<file path="config.mk">
export PLATFORM = sky130hd
export DESIGN_NAME = uart_tx_fifo
export DESIGN_NICKNAME = d
export VERILOG_FILES = /design/src/rtl/uart_tx_fifo.sv
export SDC_FILE = /design/constraint.sdc
export NUM_CORES = 1
export LEC_CHECK = 0
export BUFFER_PORTS_ARGS = -buffer_cell sky130_fd_sc_hd__buf_4
export CELL_PAD_IN_SITES_DETAIL_PLACEMENT = 1
export CELL_PAD_IN_SITES_GLOBAL_PLACEMENT = 1
export CORE_AREA = 2 2 85 79
export CTS_BUF_LIST = sky130_fd_sc_hd__clkbuf_4 sky130_fd_sc_hd__clkbuf_8
export CTS_CLUSTER_SIZE = 25
export DETAILED_ROUTE_END_ITERATION = 8
export DIE_AREA = 0 0 87 81
export PLACE_DENSITY = 0.9
export SETUP_SLACK_MARGIN = 0.02
export SLEW_MARGIN = 40
export SYNTH_ARGS = -nofsm -noshare
export SYNTH_HDL_FRONTEND = slang
export SYNTH_SLANG_ARGS = --single-unit
</file>
<file path="constraint.sdc">
create_clock -name clk -period 3.6 [get_ports clk]
set_input_delay 1.08 -clock clk [delete_from_list [all_inputs] [get_ports clk]]
set_output_delay 1.08 -clock clk [all_outputs]
set_load 0.02 [all_outputs]
</file>
<file path="src/rtl/uart_tx_fifo.sv">
// UART transmitter: byte FIFO feeding an 8N1 serialiser (LSB first, idle high).
// Define UART_TX_PARITY_EN to insert a parity bit; PARITY_ODD selects its sense.
module uart_tx_fifo #(
  parameter int CLK_FREQ   = 50000000,
  parameter int BAUD       = 9600,
  parameter int FIFO_DEPTH = 4,
  parameter int PARITY_ODD = 0
) (
  input  logic                          clk,
  input  logic                          rst_n,
  input  logic [7:0]                    iTXdata,
  input  logic                          iTXvalid,
  output logic                          oTXready,
  output logic                          tx,
  output logic                          oBusy,
  output logic [$clog2(FIFO_DEPTH):0]   oFifoCnt
);

  localparam int BAUD_DIV = CLK_FREQ / BAUD;
  localparam int CW       = $clog2(BAUD_DIV);
  localparam int PW       = $clog2(FIFO_DEPTH);

  localparam logic [CW-1:0] BAUD_LAST = CW'(BAUD_DIV - 1);
  localparam logic [CW-1:0] BAUD_ZERO = {CW{1'b0}};
  localparam logic [CW-1:0] BAUD_ONE  = CW'(1);
  localparam logic [PW:0]   CNT_FULL  = (PW + 1)'(FIFO_DEPTH);
  localparam logic [PW:0]   CNT_ZERO  = {(PW + 1){1'b0}};
  localparam logic [PW:0]   CNT_ONE   = (PW + 1)'(1);
  localparam logic [PW-1:0] PTR_ONE   = PW'(1);

  localparam logic [2:0] S_IDLE   = 3'd0;
  localparam logic [2:0] S_START  = 3'd1;
  localparam logic [2:0] S_DATA   = 3'd2;
  localparam logic [2:0] S_STOP   = 3'd4;
`ifdef UART_TX_PARITY_EN
  localparam logic [2:0] S_PARITY = 3'd3;
  localparam logic [2:0] S_AFTER_DATA = S_PARITY;
`else
  localparam logic [2:0] S_AFTER_DATA = S_STOP;
`endif

  if (FIFO_DEPTH < 2 || (FIFO_DEPTH & (FIFO_DEPTH - 1)) != 0 || BAUD_DIV < 2 ||
      PARITY_ODD < 0 || PARITY_ODD > 1) begin : g_param_check
    $error("uart_tx_fifo: illegal parameter set");
  end

`ifdef UART_TX_PARITY_EN
  function automatic logic par_bit(input logic [7:0] d);
    return (^d) ^ 1'(PARITY_ODD);
  endfunction
`endif

  logic [7:0]    r_mem [FIFO_DEPTH];
  logic [PW-1:0] r_wptr;
  logic [PW-1:0] r_rptr;
  logic [PW:0]   r_cnt;

  logic [2:0]    r_state;
  logic [CW-1:0] r_baud;
  logic [2:0]    r_bit;
  logic [7:0]    r_sh;
  logic          r_tx;
  logic          r_busy;
`ifdef UART_TX_PARITY_EN
  logic          r_par;
`endif

  logic          w_wr;
  logic          w_pop;
  logic          w_last;
  logic [2:0]    w_state_nxt;
  logic [CW-1:0] w_baud_nxt;
  logic [2:0]    w_bit_nxt;
  logic [7:0]    w_sh_nxt;
  logic          w_tx_nxt;

  // A full FIFO refuses writes even if a pop lands in the same cycle.
  assign oTXready = (r_cnt != CNT_FULL);
  assign w_wr     = iTXvalid && oTXready;
  assign w_last   = (r_baud == BAUD_LAST);
  assign oFifoCnt = r_cnt;
  assign tx       = r_tx;
  assign oBusy    = r_busy;

  always_ff @(posedge clk) begin
    if (w_wr) begin
      r_mem[r_wptr] <= iTXdata;
    end
  end

  always_ff @(posedge clk or negedge rst_n) begin
    if (!rst_n) begin
      r_wptr <= {PW{1'b0}};
      r_rptr <= {PW{1'b0}};
      r_cnt  <= CNT_ZERO;
    end else begin
      if (w_wr) begin
        r_wptr <= r_wptr + PTR_ONE;
      end
      if (w_pop) begin
        r_rptr <= r_rptr + PTR_ONE;
      end
      case ({w_wr, w_pop})
        2'b10:   r_cnt <= r_cnt + CNT_ONE;
        2'b01:   r_cnt <= r_cnt - CNT_ONE;
        default: r_cnt <= r_cnt;
      endcase
    end
  end

  // The baud counter restarts on every state entry and on every data-bit boundary.
  always_comb begin
    w_state_nxt = r_state;
    w_baud_nxt  = r_baud + BAUD_ONE;
    w_bit_nxt   = r_bit;
    w_sh_nxt    = r_sh;
    w_pop       = 1'b0;
    case (r_state)
      S_IDLE: begin
        w_baud_nxt = BAUD_ZERO;
        if (r_cnt != CNT_ZERO) begin
          w_pop       = 1'b1;
          w_sh_nxt    = r_mem[r_rptr];
          w_state_nxt = S_START;
        end else begin
          w_state_nxt = S_IDLE;
        end
      end
      S_START: begin
        if (w_last) begin
          w_state_nxt = S_DATA;
          w_bit_nxt   = 3'd0;
          w_baud_nxt  = BAUD_ZERO;
        end else begin
          w_state_nxt = S_START;
        end
      end
      S_DATA: begin
        if (w_last) begin
          w_sh_nxt   = {1'b0, r_sh[7:1]};
          w_baud_nxt = BAUD_ZERO;
          if (r_bit == 3'd7) begin
            w_state_nxt = S_AFTER_DATA;
          end else begin
            w_bit_nxt = r_bit + 3'd1;
          end
        end else begin
          w_state_nxt = S_DATA;
        end
      end
`ifdef UART_TX_PARITY_EN
      S_PARITY: begin
        if (w_last) begin
          w_state_nxt = S_STOP;
          w_baud_nxt  = BAUD_ZERO;
        end else begin
          w_state_nxt = S_PARITY;
        end
      end
`endif
      S_STOP: begin
        if (w_last) begin
          w_baud_nxt = BAUD_ZERO;
          if (r_cnt != CNT_ZERO) begin
            w_pop       = 1'b1;
            w_sh_nxt    = r_mem[r_rptr];
            w_state_nxt = S_START;
          end else begin
            w_state_nxt = S_IDLE;
          end
        end else begin
          w_state_nxt = S_STOP;
        end
      end
      default: begin
        w_state_nxt = S_IDLE;
        w_baud_nxt  = BAUD_ZERO;
      end
    endcase
  end

  // Line level is decoded from the next state so tx is a plain flop.
  always_comb begin
    w_tx_nxt = 1'b1;
    case (w_state_nxt)
      S_IDLE:   w_tx_nxt = 1'b1;
      S_START:  w_tx_nxt = 1'b0;
      S_DATA:   w_tx_nxt = w_sh_nxt[0];
`ifdef UART_TX_PARITY_EN
      S_PARITY: w_tx_nxt = r_par;
`endif
      S_STOP:   w_tx_nxt = 1'b1;
      default:  w_tx_nxt = 1'b1;
    endcase
  end

  always_ff @(posedge clk or negedge rst_n) begin
    if (!rst_n) begin
      r_state <= S_IDLE;
      r_baud  <= BAUD_ZERO;
      r_bit   <= 3'd0;
      r_sh    <= 8'h00;
      r_tx    <= 1'b1;
      r_busy  <= 1'b0;
    end else begin
      r_state <= w_state_nxt;
      r_baud  <= w_baud_nxt;
      r_bit   <= w_bit_nxt;
      r_sh    <= w_sh_nxt;
      r_tx    <= w_tx_nxt;
      r_busy  <= (w_state_nxt != S_IDLE);
    end
  end

`ifdef UART_TX_PARITY_EN
  // Parity is taken from the whole byte at pop time, before any shifting.
  always_ff @(posedge clk or negedge rst_n) begin
    if (!rst_n) begin
      r_par <= 1'b0;
    end else if (w_pop) begin
      r_par <= par_bit(r_mem[r_rptr]);
    end else begin
      r_par <= r_par;
    end
  end
`endif

endmodule

</file>
Word-level counts from Yosys, hierarchy flattened
Memories as Yosys holds them, arrays and structs flattened.
Cells that the tools add are included.
{"block": "classes", "reduce_logical": 10, "n_addsub": 6, "mux": 23, "eq_ne": 14}
{"op": "$mux 13", "n": 2}
{"op": "$mux 8", "n": 3}
{"op": "$pmux 8 s3", "n": 1}
{"op": "$mux 3", "n": 6}
{"op": "$add 13x1->13 const B", "n": 1}
{"op": "$eq 13x13->1 const B", "n": 1}
{"op": "$pmux 3 s2", "n": 2}
{"op": "$pmux 3 s4", "n": 1}
{"op": "$reduce_bool 3->1", "n": 3}
{"op": "$ne 2x2->1 const B", "n": 4}
{"op": "$add 3x1->3 const B", "n": 2}
{"op": "$eq 3x1->1 const B", "n": 2}
{"op": "$eq 3x2->1 const B", "n": 2}
{"op": "$eq 3x3->1 const B", "n": 2}
{"op": "$mux 1", "n": 5}
{"op": "$add 2x1->2 const B", "n": 2}
{"op": "$pmux 1 s2", "n": 2}
{"op": "$reduce_and 4->1", "n": 1}
{"op": "$reduce_bool 2->1", "n": 2}
{"op": "$logic_not 3->1", "n": 1}
{"op": "$ne 3x3->1 const B", "n": 1}
{"op": "$reduce_and 3->1", "n": 1}
{"op": "$reduce_or 3->1", "n": 1}
{"op": "$sub 3x1->3 const B", "n": 1}
{"op": "4 further kinds", "n": 4}
{"block": "totals", "ramBits": 32, "input_bits": 11, "n_memories": 1, "output_inout_bits": 6, "wordCells": 64, "ff_bits": 36}
{"name": "r_mem", "words": 4, "width": 8, "rd": 1, "rd_ports_with_merged_regs": 0, "wr": 1, "line": "53", "source": "logic [7:0] r_mem [FIFO_DEPTH];"}

Depth between registers and ports, before layout
{"block": "logic_depth", "depth_word": 6, "mapped_depth": 11, "ltp_nobuf": 10}

Worst setup path after synthesis
OpenSTA, ideal clock, no wires.
{"block": "synth_path", "kind": "register -> register", "startpoint": "register r_baud[9]", "endpoint": "register r_cnt[2], in the netlist oFifoCnt[2]", "stages_incl_launch_ff": 11, "setup_slack_ns": 0.915, "setup_ns": 0.080, "period_less_slack_ns": 2.685, "t_required_ns": 3.520, "arrival_time_ns": 2.605, "cell_sequence": "dfrtp_1 > or4b_4 > or3_1 > buf_2 > a21oi_2 > ha_1 > inv_1 > fa_1 > xor2_1 > nor2_1 > xor2_1"}
{"block": "synth_between", "elab_chain_cells": 5}
{"item": "start, declared", "line": "59", "source": "logic [CW-1:0] r_baud;"}
{"item": "start signal, assigned", "line": "207", "source": "r_baud <= w_baud_nxt;"}
{"item": "$eq 13x13->1 *", "line": "80", "source": "assign w_last = (r_baud == BAUD_LAST);"}
{"item": "$mux 1 *", "line": "162", "source": "if (w_last) begin"}
{"item": "$pmux 1 s2 *", "line": "118", "source": "case (r_state)"}
{"item": "net w_pop", "line": "69", "source": "logic w_pop;"}
{"item": "$eq 2x1->1 or $eq 2x2->1 (tied branches)", "line": "103", "source": "case ({w_wr, w_pop})"}
{"item": "$pmux 3 s2 or $reduce_bool 2->1 (tied branches)"}
{"item": "end signal, assigned", "line": "104", "source": "2'b10: r_cnt <= r_cnt + CNT_ONE;"}
{"item": "end signal, assigned", "line": "105", "source": "2'b01: r_cnt <= r_cnt - CNT_ONE;"}
{"item": "end signal, assigned", "line": "106", "source": "default: r_cnt <= r_cnt;"}
{"item": "end, declared", "line": "56", "source": "logic [PW:0] r_cnt;"}
Mark *: on every way through the listed nets, which the timed path passes. The rest lies on a longest branch.
A chain may end at the register's enable or synchronous reset.

Worst setup path in the final report
Ends and elaborated chain as after synthesis.

==> impl_metrics.yaml <==
power:
  pwr-share-seq_pct: 50.6
  power_density_nw_per_um2: 551
  power_switching_mw: 0.548
  p_sw_share_pct: 28.5
  intPower_mw: 1.37
  comb_power_share_pct: 14.9
  ir_worst_vdd_mv: 0.392
  static-leakage-power_nw: 1.38
  power_frac_clock_pct: 34.5
timing:
  finalCriticalPeriod_ps: 3020
  fin_setup_tns_ps: 0
  period_share_pct: 83.9
  setup_viol: 0
  skew_ps: 9.13
  worst_slew_pin_slew_ps: 695
  rsz0062_at_grt: "false"
  finalHoldViolCount: 0
  slew_headroom_pct: 53.6
  timing.fmax_mhz: 331
  slew_violations: 0
placement:
  io_buffers: 16
  place_congestion: 0.821
  dp_hpwl_um: 4420
floorplanning:
  die_h_um: 81
  die_w_um: 87
  coreArea_um2: 6270
  ios: 17
  initial_core_util_pct: 49.5
  die_area_um2: 7050
  num_rows: 28
logic_synthesis:
  yosysWarnings: 0
  async_reset_ff_share_pct: 52.9
  syn_area_per_cell_um2: 13.3
  synth-seq-area-share_pct: 60.0
  synth_area_leaders: "edfxtp_1, dfrtp_1, mux4_2"
  synth_fp_nets: 253
  syn_inst: 233
  synthFlopType: "dfrtp_1"
  ys_types: 46
  synth_top_area_share_pct: 31.0
  synth-edff-count: 32
  synth.largest_area_cell: "edfxtp_1"
  synth_seq_cells: 68
  synth_area_um2: 3100
run_status:
  status: "finished clean"
clock_network:
  clkLatencyLatePin_ps: 350
  cts_buffer_depth: 2
  cts_hold_buf: 0
  cts_buffers: 9
  cts.clk_slew.worst_paths_ps: 80
  cts_setup_buffers: 0
  ctsResizeCount: 0
  htree_levels: 3
  cts_tree: "done"
  clock_sinks: 68
  clockRootBuffer: "clkbuf_8"
cells_and_area:
  post-route-util_pct: 55.5
  area_delta_synth_final_pct: 12.3
  multi_input_area_um2: 1160
  drive_gt1_share_pct: 19.6
  regArea_um2: 1860
  nets: 270
  antenna_cells: 0
  n_fill_cell: 607
routing:
  first_pass_iters: 6
  via_count: 1987
  final_antenna_net_count: 0
  routed_wl_um: 6720
  drc: 0
  viasPerCell: 6.02
  wl_per_cell_um: 20.4
  drt_iter0_markers: 182
grt:
  grt_pass1_wl_um: 11100
  antenna_found_initial: 0
  grt_pass1_vias: 2149
  track_usage_pct: 21.4
  grt_overflow: 0
  grt_start_max_net_pins: 37
job:
  maxCapViolations: 0
setup_path:
  worstReg2RegEnd: "oFifoCnt[2]"
  start_kind: "flop"
  criticalPathCategory: "flop to flop"
  cp-end-kind: "flop"
  r2r_slack_ps: 580
  r2r_cells: 9
  rr_startpoint: "r_baud[9]"
  crit_arrival_ps: 3280
  crit_required_ps: 3860
  crit_fanout: 8
worst_hold_path:
  min_to: "r_baud[0]"
  hp-class: "flop to flop"
  hold_start: "r_baud[0]"
  hold_depth: 1
## logic make-up after synthesis
family                     Yosys count  share of synthesized area [%]
muxes                               14                           7.82
buffers and inverters               20                           2.54
xor gates and xnor gates            17                           4.80
AOI/OAI and AO/OA                   34                           8.39
adders and majority gates            9                           3.87
DFF                                 68                           60.0
and+or+nand+nor                     71                           12.5
## cells in the final DEF, fill, tap and decap left out, types with 2 or more instances in the layout
master / instances
a21oi_1: 4
a222oi_1: 6
and2_1: 3
and3_1: 5
and4_1: 2
buf_4: 16
clkbuf_8: 9
clkinv_4: 3
dfrtp_1: 35
edfxtp_1: 32
ha_1: 8
inv_1: 10
inv_6: 3
mux2_2: 2
mux2i_1: 4
mux4_2: 8
nand2_1: 5
nand2b_1: 3
nand3_1: 10
nand4_1: 3
nand4b_1: 2
nor2_1: 23
nor2b_1: 3
o21ai_0: 5
o2bb2ai_1: 7
or2_2: 3
or3_1: 3
xnor2_1: 5
xor2_1: 12
## sequential cells by signal, indices dropped and copies added (netlist names)
register	count
r_wptr	2
r_state	3
tx	1
r_baud	13
oFifoCnt	3
oBusy	1
r_mem	32
r_sh	8
r_bit	3
r_rptr	2
## per-layer routing
layer | wire length [um] | global-route usage [%] | part of all wire, %
met2 | 3460 | 35.4 | 51
met3 | 235 | 4.98 | 3.5
met4 | 133 | 10.6 | 2.0
met1 | 2890 | 26.4 | 43
met5 | 0 | 0 | 0
## critical path, stage by stage, from the launching register on
cell and delay (ps):
dfrtp_1 410, or4b_4 580, or3_1 540, a21oi_2 260
ha_1 230, inv_1 70, fa_1 380, xor2_1 150
nor2_1 120, xor2_1 190
## final cells by class
type                       count  area share (%)
sequential                    68            53.5
multi-input combinational    145            33.4
clock buffer                   9            3.56
timing repair buffer          16            3.45
tap                           75            2.69
clock inverter                 7            2.37
inverter                      10            1.08
## cell usage after synthesis (2+ instances only)
cell type / number
dfrtp_1: 35
edfxtp_1: 32
nor2_1: 23
xor2_1: 12
inv_1: 10
nand3_1: 10
ha_1: 8
mux4_2: 8
clkbuf_1: 7
o2bb2ai_1: 7
a222oi_1: 6
and3_1: 5
nand2_1: 5
o21ai_0: 5
xnor2_1: 5
a21oi_1: 4
mux2i_1: 4
and2_1: 3
buf_2: 3
nand2b_1: 3
nand4_1: 3
nor2b_1: 3
or2_2: 3
or3_1: 3
a2111oi_0: 2
and4_1: 2
mux2_2: 2
nand4b_1: 2
## through the flow
stage	worst slack [ps]	instance area, um^2	std cells	power [mW]	hold slack, ps
after detailed placement	657	3280	314	1.28	484
after global routing	405	3480	330	2.00	504
final	581	3480	330	1.92	487
after CTS	597	3480	330	1.94	495
after floorplan	915	3100	233	1.15	424
after global placement	781	3280	314	1.25	434
## power groups by stage
stage | logic, mW | clock network (mW) | registers [mW]
2_1_floorplan | 0.158 | 0 | 0.993
5_1_grt | 0.317 | 0.701 | 0.983
3_5_place_dp | 0.287 | 0 | 0.990
4_1_cts | 0.293 | 0.670 | 0.973
6_report | 0.286 | 0.661 | 0.971
3_3_place_gp | 0.270 | 0 | 0.979
## worst max path at each step
stage                     slack (ps)  cells past startpoint     endpoint  startpoint
after floorplan                  920                     10  oFifoCnt[2]   r_baud[9]
after global placement           780                      9  oFifoCnt[2]   r_baud[9]
after detailed placement         660                      9  oFifoCnt[2]   r_baud[9]
after CTS                        600                      9  oFifoCnt[2]   r_baud[9]
after global routing             400                     10  oFifoCnt[2]   r_baud[0]
final                            580                      9  oFifoCnt[2]   r_baud[9]
No activity file was read; power rests on OpenSTA's default activity.
